[src/rtl/encoder_decimal_to_bcd_pkg.sv]
// Shared widths, types and defaults for the decimal-to-BCD encoder.
package enc_pkg;
  localparam int DEC_W = 10;
  localparam int BCD_W = 4;

  typedef logic [DEC_W-1:0] dec_onehot_t;
  typedef logic [BCD_W-1:0] bcd_t;

  localparam bcd_t DEFAULT_INVALID_CODE = 4'hF;
endpackage

[src/rtl/encoder_decimal_to_bcd_if.sv]
// Request/response bundle between a digit source and the encoder.
interface encoder_decimal_to_bcd_if;
  import enc_pkg::*;

  logic        in_valid;
  dec_onehot_t decimal_in;
  bcd_t        bcd;
  logic        out_valid;
  logic        none_hot;
  logic        multi_hot;

  modport master (
    output in_valid, decimal_in,
    input  bcd, out_valid, none_hot, multi_hot
  );

  modport slave (
    input  in_valid, decimal_in,
    output bcd, out_valid, none_hot, multi_hot
  );
endinterface

[src/rtl/encoder_decimal_to_bcd_onehot_popcount_check.sv]
// Combinational population count and priority index search over the digit line.
module onehot_popcount_check
  import enc_pkg::*;
(
  input  dec_onehot_t decimal_in_i,
  output logic        is_zero_o,
  output logic        is_multi_o,
  output bcd_t        idx_msb_o,
  output bcd_t        idx_lsb_o
);

  logic [3:0] cnt;

  // Count set bits; zero and two-or-more are the error classes.
  always_comb begin
    cnt = '0;
    for (int i = 0; i < DEC_W; i++) cnt = cnt + 4'(decimal_in_i[i]);
    is_zero_o  = (cnt == 4'd0);
    is_multi_o = (cnt > 4'd1);
  end

  // Ascending scan leaves the highest set bit; descending scan the lowest.
  always_comb begin
    idx_msb_o = '0;
    idx_lsb_o = '0;
    for (int i = 0; i < DEC_W; i++)
      if (decimal_in_i[i]) idx_msb_o = 4'(i);
    for (int i = DEC_W-1; i >= 0; i--)
      if (decimal_in_i[i]) idx_lsb_o = 4'(i);
  end

endmodule

[src/rtl/encoder_decimal_to_bcd.sv]
// One-hot decimal digit to BCD encoder with a single register stage and
// zero/multi-hot flags. No backpressure; accepts a digit every cycle.
module encoder_decimal_to_bcd
  import enc_pkg::*;
#(
  parameter bit   PRIORITY_MSB = 1'b1,
  parameter bcd_t INVALID_CODE = DEFAULT_INVALID_CODE
) (
  input logic                      clk,
  input logic                      rst,
  encoder_decimal_to_bcd_if.slave  bus
);

  logic is_zero, is_multi;
  bcd_t idx_msb, idx_lsb;

  bcd_t bcd_d, bcd_q;
  logic none_d, none_q;
  logic multi_d, multi_q;
  logic vld_q;

  onehot_popcount_check u_chk (
    .decimal_in_i (bus.decimal_in),
    .is_zero_o    (is_zero),
    .is_multi_o   (is_multi),
    .idx_msb_o    (idx_msb),
    .idx_lsb_o    (idx_lsb)
  );

  // Pick the priority direction and substitute the invalid code for an empty line.
  always_comb begin
    bcd_d   = is_zero ? INVALID_CODE : (PRIORITY_MSB ? idx_msb : idx_lsb);
    none_d  = is_zero;
    multi_d = is_multi;
  end

  // Output register: valid follows in_valid, data/flags hold when idle.
  always_ff @(posedge clk) begin
    if (rst) begin
      vld_q   <= 1'b0;
      bcd_q   <= '0;
      none_q  <= 1'b0;
      multi_q <= 1'b0;
    end else begin
      vld_q <= bus.in_valid;
      if (bus.in_valid) begin
        bcd_q   <= bcd_d;
        none_q  <= none_d;
        multi_q <= multi_d;
      end
    end
  end

  assign bus.bcd       = bcd_q;
  assign bus.out_valid = vld_q;
  assign bus.none_hot  = none_q;
  assign bus.multi_hot = multi_q;

endmodule

[src/flat_wrapper.sv]
// flat-port wrapper written by rule: the top's interface ports become plain ports
module encoder_decimal_to_bcd_flat import enc_pkg::*;
#(
  parameter bit   PRIORITY_MSB = 1'b1,
  parameter bcd_t INVALID_CODE = DEFAULT_INVALID_CODE
)
  (clk, rst, bus_in_valid, bus_decimal_in, bus_bcd, bus_out_valid, bus_none_hot, bus_multi_hot);
  encoder_decimal_to_bcd_if bus_i ();
  input logic clk;
  input logic rst;
  input wire logic [$bits(bus_i.in_valid)-1:0] bus_in_valid;
  input wire logic [$bits(bus_i.decimal_in)-1:0] bus_decimal_in;
  output wire logic [$bits(bus_i.bcd)-1:0] bus_bcd;
  output wire logic [$bits(bus_i.out_valid)-1:0] bus_out_valid;
  output wire logic [$bits(bus_i.none_hot)-1:0] bus_none_hot;
  output wire logic [$bits(bus_i.multi_hot)-1:0] bus_multi_hot;
  assign bus_i.in_valid = bus_in_valid;
  assign bus_i.decimal_in = bus_decimal_in;
  assign bus_bcd = bus_i.bcd;
  assign bus_out_valid = bus_i.out_valid;
  assign bus_none_hot = bus_i.none_hot;
  assign bus_multi_hot = bus_i.multi_hot;
  encoder_decimal_to_bcd #(.PRIORITY_MSB(PRIORITY_MSB), .INVALID_CODE(INVALID_CODE)) u_core (.clk(clk), .rst(rst), .bus(bus_i));
endmodule
[config.mk]
export PLATFORM = sky130hd
export DESIGN_NAME = encoder_decimal_to_bcd_flat
export DESIGN_NICKNAME = d
export VERILOG_FILES = /design/src/rtl/encoder_decimal_to_bcd_pkg.sv /design/src/rtl/encoder_decimal_to_bcd_if.sv /design/src/rtl/encoder_decimal_to_bcd_onehot_popcount_check.sv /design/src/rtl/encoder_decimal_to_bcd.sv /design/src/flat_wrapper.sv
export SDC_FILE = /design/constraint.sdc
export NUM_CORES = 1
export LEC_CHECK = 0
export ABC_AREA = 1
export CAP_MARGIN = 10
export CORE_MARGIN = 2
export CORE_UTILIZATION = 49
export DETAILED_ROUTE_END_ITERATION = 7
export PLACE_DENSITY = 0.88
export SLEW_MARGIN = 10
export SYNTH_ARGS = -nofsm -noshare
export SYNTH_HDL_FRONTEND = slang
export SYNTH_HIERARCHICAL = 1
export SYNTH_SLANG_ARGS = --single-unit
export TNS_END_PERCENT = 5
[constraint.sdc]
create_clock -name clk -period 6.85 [get_ports clk]
set_input_delay 1.37 -clock clk [delete_from_list [all_inputs] [get_ports clk]]
set_output_delay 1.37 -clock clk [all_outputs]
set_load 0.02 [all_outputs]
==> impl_metrics.tcl <==
set metrics [dict create \
    tightest_slew_ps 220 \
    final.setup_skew_ps 0 \
    num_rows 12 \
    place.gp.congestion 0.787 \
    antenna_found_initial 0 \
    antenna_cells 0 \
    period_needed_ps 4670 \
    fmax_mhz 214 \
    synth.net_count 110 \
    drt_iter0_drc 17 \
    avgViaCountPerCell 4.59 \
    fillers 104 \
    io_buffers 19 \
    drive_above_1_share_pct 12.5 \
    dp_slack_ps 1940 \
    cts_resized 0 \
    synth_area_um2 607 \
    syn_avg_cell_area_um2 6.82 \
    numCtsBuffers 3 \
    timing.slew.headroom_pct 85.3 \
    grtUsageTotal_pct 24.1 \
    worstPathArrival_ps 4820 \
    die_h_um 39.2 \
    die-area_um2 1540 \
    ir_drop_uv 124 \
    max-clock-path-buffers 2 \
    leakagePower_uw 0.000442 \
    power_density_nw_per_um2 226 \
    cp.required_ps 7000 \
    grt_max_degree 7 \
    clock_latency_ps 260 \
    num_vias 578 \
    hold_class "flop to flop" \
    cp_cell_sequence "clkdlybuf4s50_1 -> fa_1 -> inv_1 -> fa_1 -> fa_1 -> inv_1 -> ha_1 -> inv_1 -> fa_1 -> inv_1 -> nand2_1 -> o2111ai_1 -> nor3b_2 -> inv_1 -> nand2_1 -> nand2_1 -> nand2_1" \
    end_kind "flop" \
    critPathMaxFanout 5 \
    crit_slowest_cell "fa_1" \
    drt_first_pass_iters 4 \
    cts_setup_buffers 0 \
    setup_viol 0 \
    wl_um 1360 \
    pin_count 20 \
    start_kind "input pin" \
    rsz0062_at_grt "no" \
    maxSlewViolCount 0 \
    ctsHtreeMaxLevel 1 \
    initial_core_util_pct 53.9 \
    fp.dieW_um 39.2 \
    hold_viol_final 0 \
    wl_per_cell_um 10.8 \
    area_delta_synth_final_pct 38.6 \
    syn_inst 89 \
    detail-route-antenna-nets 0 \
    crit_top_cell "inv_1" \
    cts_tree "yes" \
    fin_nets 134 \
    slowest_delay_ps 570 \
    grt_pass1_vias 548 \
    period_share_pct 68.1 \
    cap_violations 0 \
    grt_first_pass_wirelength_um 2320 \
    fp.coreArea_um2 1130 \
    drc 0 \
    dp_hpwl_um 1140 \
    root_buffer "clkbuf_4" \
    grt-ovfl-total 0 \
    status "complete, no violations" \
    synth_warnings 6 \
    cts.sinks 7 \
    crit_type "input pin to flop" \
    fin_ws_ps 2180 \
    clk_pin_slew_ps 50 \
    tns_ps 0 \
    cts_hold_buf 0 \
]
[through the flow]
stage	utilization (%)	cells	total power (uW)	cell area [um^2]	hold slack, ps
after floorplan	-	89	117	607	544
after global routing	74.7	126	209	841	479
after CTS	74.7	126	191	841	473
after detailed placement	72.3	122	151	815	461
after global placement	72.3	122	146	815	460
final	74.7	126	190	841	468
[flip-flops by register name, summed over array words and instances, names as in the netlist]
name / flops
u_core/bus.none_hot: 1
u_core/bus.bcd: 4
u_core/bus.out_valid: 1
u_core/bus.multi_hot: 1
[worst paths after layout]
path	startpoint	endpoint	slack [ps]	cells after the start
worst min register to register	u_core/bus.bcd[0]	u_core/bus.bcd[0]	470	2
worst max register to register	u_core/bus.multi_hot	u_core/bus.multi_hot	6300	2
worst max-delay path	bus_decimal_in[5]	u_core/bus.bcd[3]	2180	17
worst min-delay path	u_core/bus.bcd[0]	u_core/bus.bcd[0]	470	2
[cell type report]
| class | count | area [um^2] | share of cell area (%) |
|---|---|---|---|
| flip-flops and latches | 7 | 140 | 16.7 |
| clock buffers | 4 | 26.3 | 3.13 |
| well taps | 14 | 17.5 | 2.08 |
| repair buffers | 19 | 190 | 22.6 |
| multi-input cells | 55 | 365 | 43.5 |
| inverters | 27 | 101 | 12.1 |
[worst max-delay path, delay by kind of cell]
family | cells | cell delay [ps]
buffers and inverters | 6 | 940
adder cells (fa/ha/maj) | 5 | 2070
AND/OR/NAND/NOR | 5 | 330
AO/OA/AOI/OAI | 1 | 130
[power by group]
| part | switching (uW) | internal (uW) |
|---|---|---|
| registers | 2.54 | 46.3 |
| clock network | 17.0 | 22.3 |
| logic | 55.7 | 46.3 |
| total | 75.2 | 115 |
[cell usage in the layout, fill, tap and decap left out]
cell	instances
o2111ai_1	1
a21oi_1	2
fa_1	6
nor3b_2	1
nor3_2	1
ha_1	2
nand3_1	7
o21ai_1	2
clkbuf_4	3
inv_2	7
nor2_4	1
nor2_1	7
inv_1	20
clkbuf_1	1
nand2_1	24
dfxtp_1	7
clkdlybuf4s50_1	19
nor2_2	1
[metal layers]
metal,GRT usage (%),share of wire (%),vias up
li1,-,-,306
met4,10.3,2.1,0
met1,28.2,45,260
met5,0,0,-
met3,8.67,3.3,4
met2,39.2,50,8
Power figures use the tool's default switching activity.
==> RTL change, RTL diff (config.mk and constraints unchanged) <==
Make the reset (`rst`) asynchronous in one clocked block.
--- a/src/rtl/encoder_decimal_to_bcd.sv
+++ b/src/rtl/encoder_decimal_to_bcd.sv
@@ -35,7 +35,7 @@
   end
 
   // Output register: valid follows in_valid, data/flags hold when idle.
-  always_ff @(posedge clk) begin
+  always_ff @(posedge clk or posedge rst) begin
     if (rst) begin
       vld_q   <= 1'b0;
       bcd_q   <= '0;
Behaviour: differs if rst is asserted again (counterexample within 4 cycles, from zero or initial values and one cycle with rst high); with rst held inactive, the same outputs for 10 cycles.
==> RTL change against the unedited design <==
- combinational power grew 16%
- synthesized area shrank 3.5%
- power grew 12%
- wire length shrank 9.3%
- worst setup slack lost 0.023 ns
- design area shrank 2.5%
- non-clock buffer count is the same
- register-to-register slack lost 0.09 ns
- global-route usage shrank 3.1 points
- sequential cell count is the same
- critical path depth shrank 3
- largest cell class unchanged
- largest power group unchanged
==> RTL change: results (changes against the unedited design) <==
outcome=finished clean (unchanged); count of H-tree levels built during CTS=1 (unchanged); depth of the most critical reg-to-reg path=2 (unchanged); violation count after the first detailed-route iteration=12 (was 17); final layout net count=121 (was 134); startpoint of the most critical setup path=bus_decimal_in[5] (unchanged); per-cell via count in the routed design=4.92 (was 4.59); hold endpoint=u_core/bus.multi_hot (was u_core/bus.bcd[0]); overall routing resource usage=21.1% (was 24.1%); clk buf depth=2 (unchanged); Final Wtd Congestion=0.767 (was 0.787); static leakage=0.000420 uW (was 0.000442 uW); root buf cell=clkbuf_4 (unchanged); WL/cell=10.9 microns (was 10.8 microns); clock latency of the later-clocked register in the worst-skew pair=about 0.25 ns; tightest slew margin relative to the limit=80.7% (was 85.3%); nets in the synthesized netlist=97 (was 110); DPL Wire Length=1050 microns (was 1140 microns); clock group power=37.4 uW (was 39.3 uW); number of gates resized after CTS=0 (unchanged); number of global-route vias before repair=563 (was 548); fraction of final layout cells with drive strength greater than 1=12.1% (was 12.5%); yosys synthesis warning count=6 (unchanged); antenna diode count=0 (unchanged); hold_ws=0.468 ns (about the same); Filler Cells Inserted=93 (was 104); internal power summed over all cells=130 uW (was 115 uW); start point of the worst min-delay path=u_core/bus.multi_hot (was u_core/bus.bcd[0]); Worst Path Arrival=4.87 ns (was 4.82 ns); largest net degree at the start of global routing=9 (was 7); flop2flop setup slack=6.21 ns (was 6.30 ns); launch point of the worst reg-to-reg path=u_core/bus.bcd[0] (was u_core/bus.multi_hot); worst voltage drop across the vdd grid=0.143 mV (was 0.124 mV); power in sequential cells=57.5 uW (was 48.8 uW); largest driver fanout on the critical path=5 (unchanged); postcts setup bufs=0 (unchanged); first-pass GRT wire length=2100 microns (was 2320 microns); DRT Pass-1 Iters=4 (unchanged); r2r endpoint=u_core/bus.bcd[0] (was u_core/bus.multi_hot)
[RTL change: worst max path at each step]
stage | endpoint | slack, ns | cells after the start
finish | u_core/bus.bcd[0] | 2.16 | 14
global route | u_core/bus.bcd[0] | 1.94 | 15
CTS | u_core/bus.bcd[0] | 2.20 | 14
detailed placement | u_core/bus.bcd[3] | 2.00 | 14
global placement | u_core/bus.bcd[3] | 2.05 | 14
floorplan | u_core/bus.bcd[0] | 2.74 | 14
[RTL change: cell type report]
type / count / area share [%]
timing repair buffer: 19 / 23.2
multi-input combinational: 48 / 40.5
sequential: 7 / 21.4
inverter: 21 / 9.62
tap: 14 / 2.14
clock buffer: 4 / 3.21
[RTL change: routing by layer]
layer	wire length (microns)	up-vias	GRT usage [%]
met5	0	-	0
met4	21	0	12.1
met1	504	256	23.2
met3	64	4	5.78
met2	642	23	35.8
li1	-	273	-
[RTL change: critical path, stage by stage]
cell             delay [ns]
clkdlybuf4s50_1        0.49
fa_1                   0.58
inv_1                  0.05
fa_1                   0.49
fa_1                   0.42
inv_1                  0.07
ha_1                   0.19
inv_1                  0.06
fa_1                   0.38
nand2_1                0.08
o2111ai_1              0.12
nor3b_2                0.30
o21ai_0                0.15
nand2_1                0.10
[RTL change: metrics by stage]
| step | total power, uW | instances | setup slack, ns | util (%) | area [sq um] |
|---|---|---|---|---|---|
| after floorplan | 131 | 76 | 2.74 | - | 586 |
| after global placement | 171 | 109 | 2.05 | 71.4 | 793 |
| after detailed placement | 175 | 109 | 2.00 | 71.4 | 793 |
| after CTS | 213 | 113 | 2.20 | 73.8 | 820 |
| after global routing | 230 | 113 | 1.94 | 73.8 | 820 |
| final | 213 | 113 | 2.16 | 73.8 | 820 |
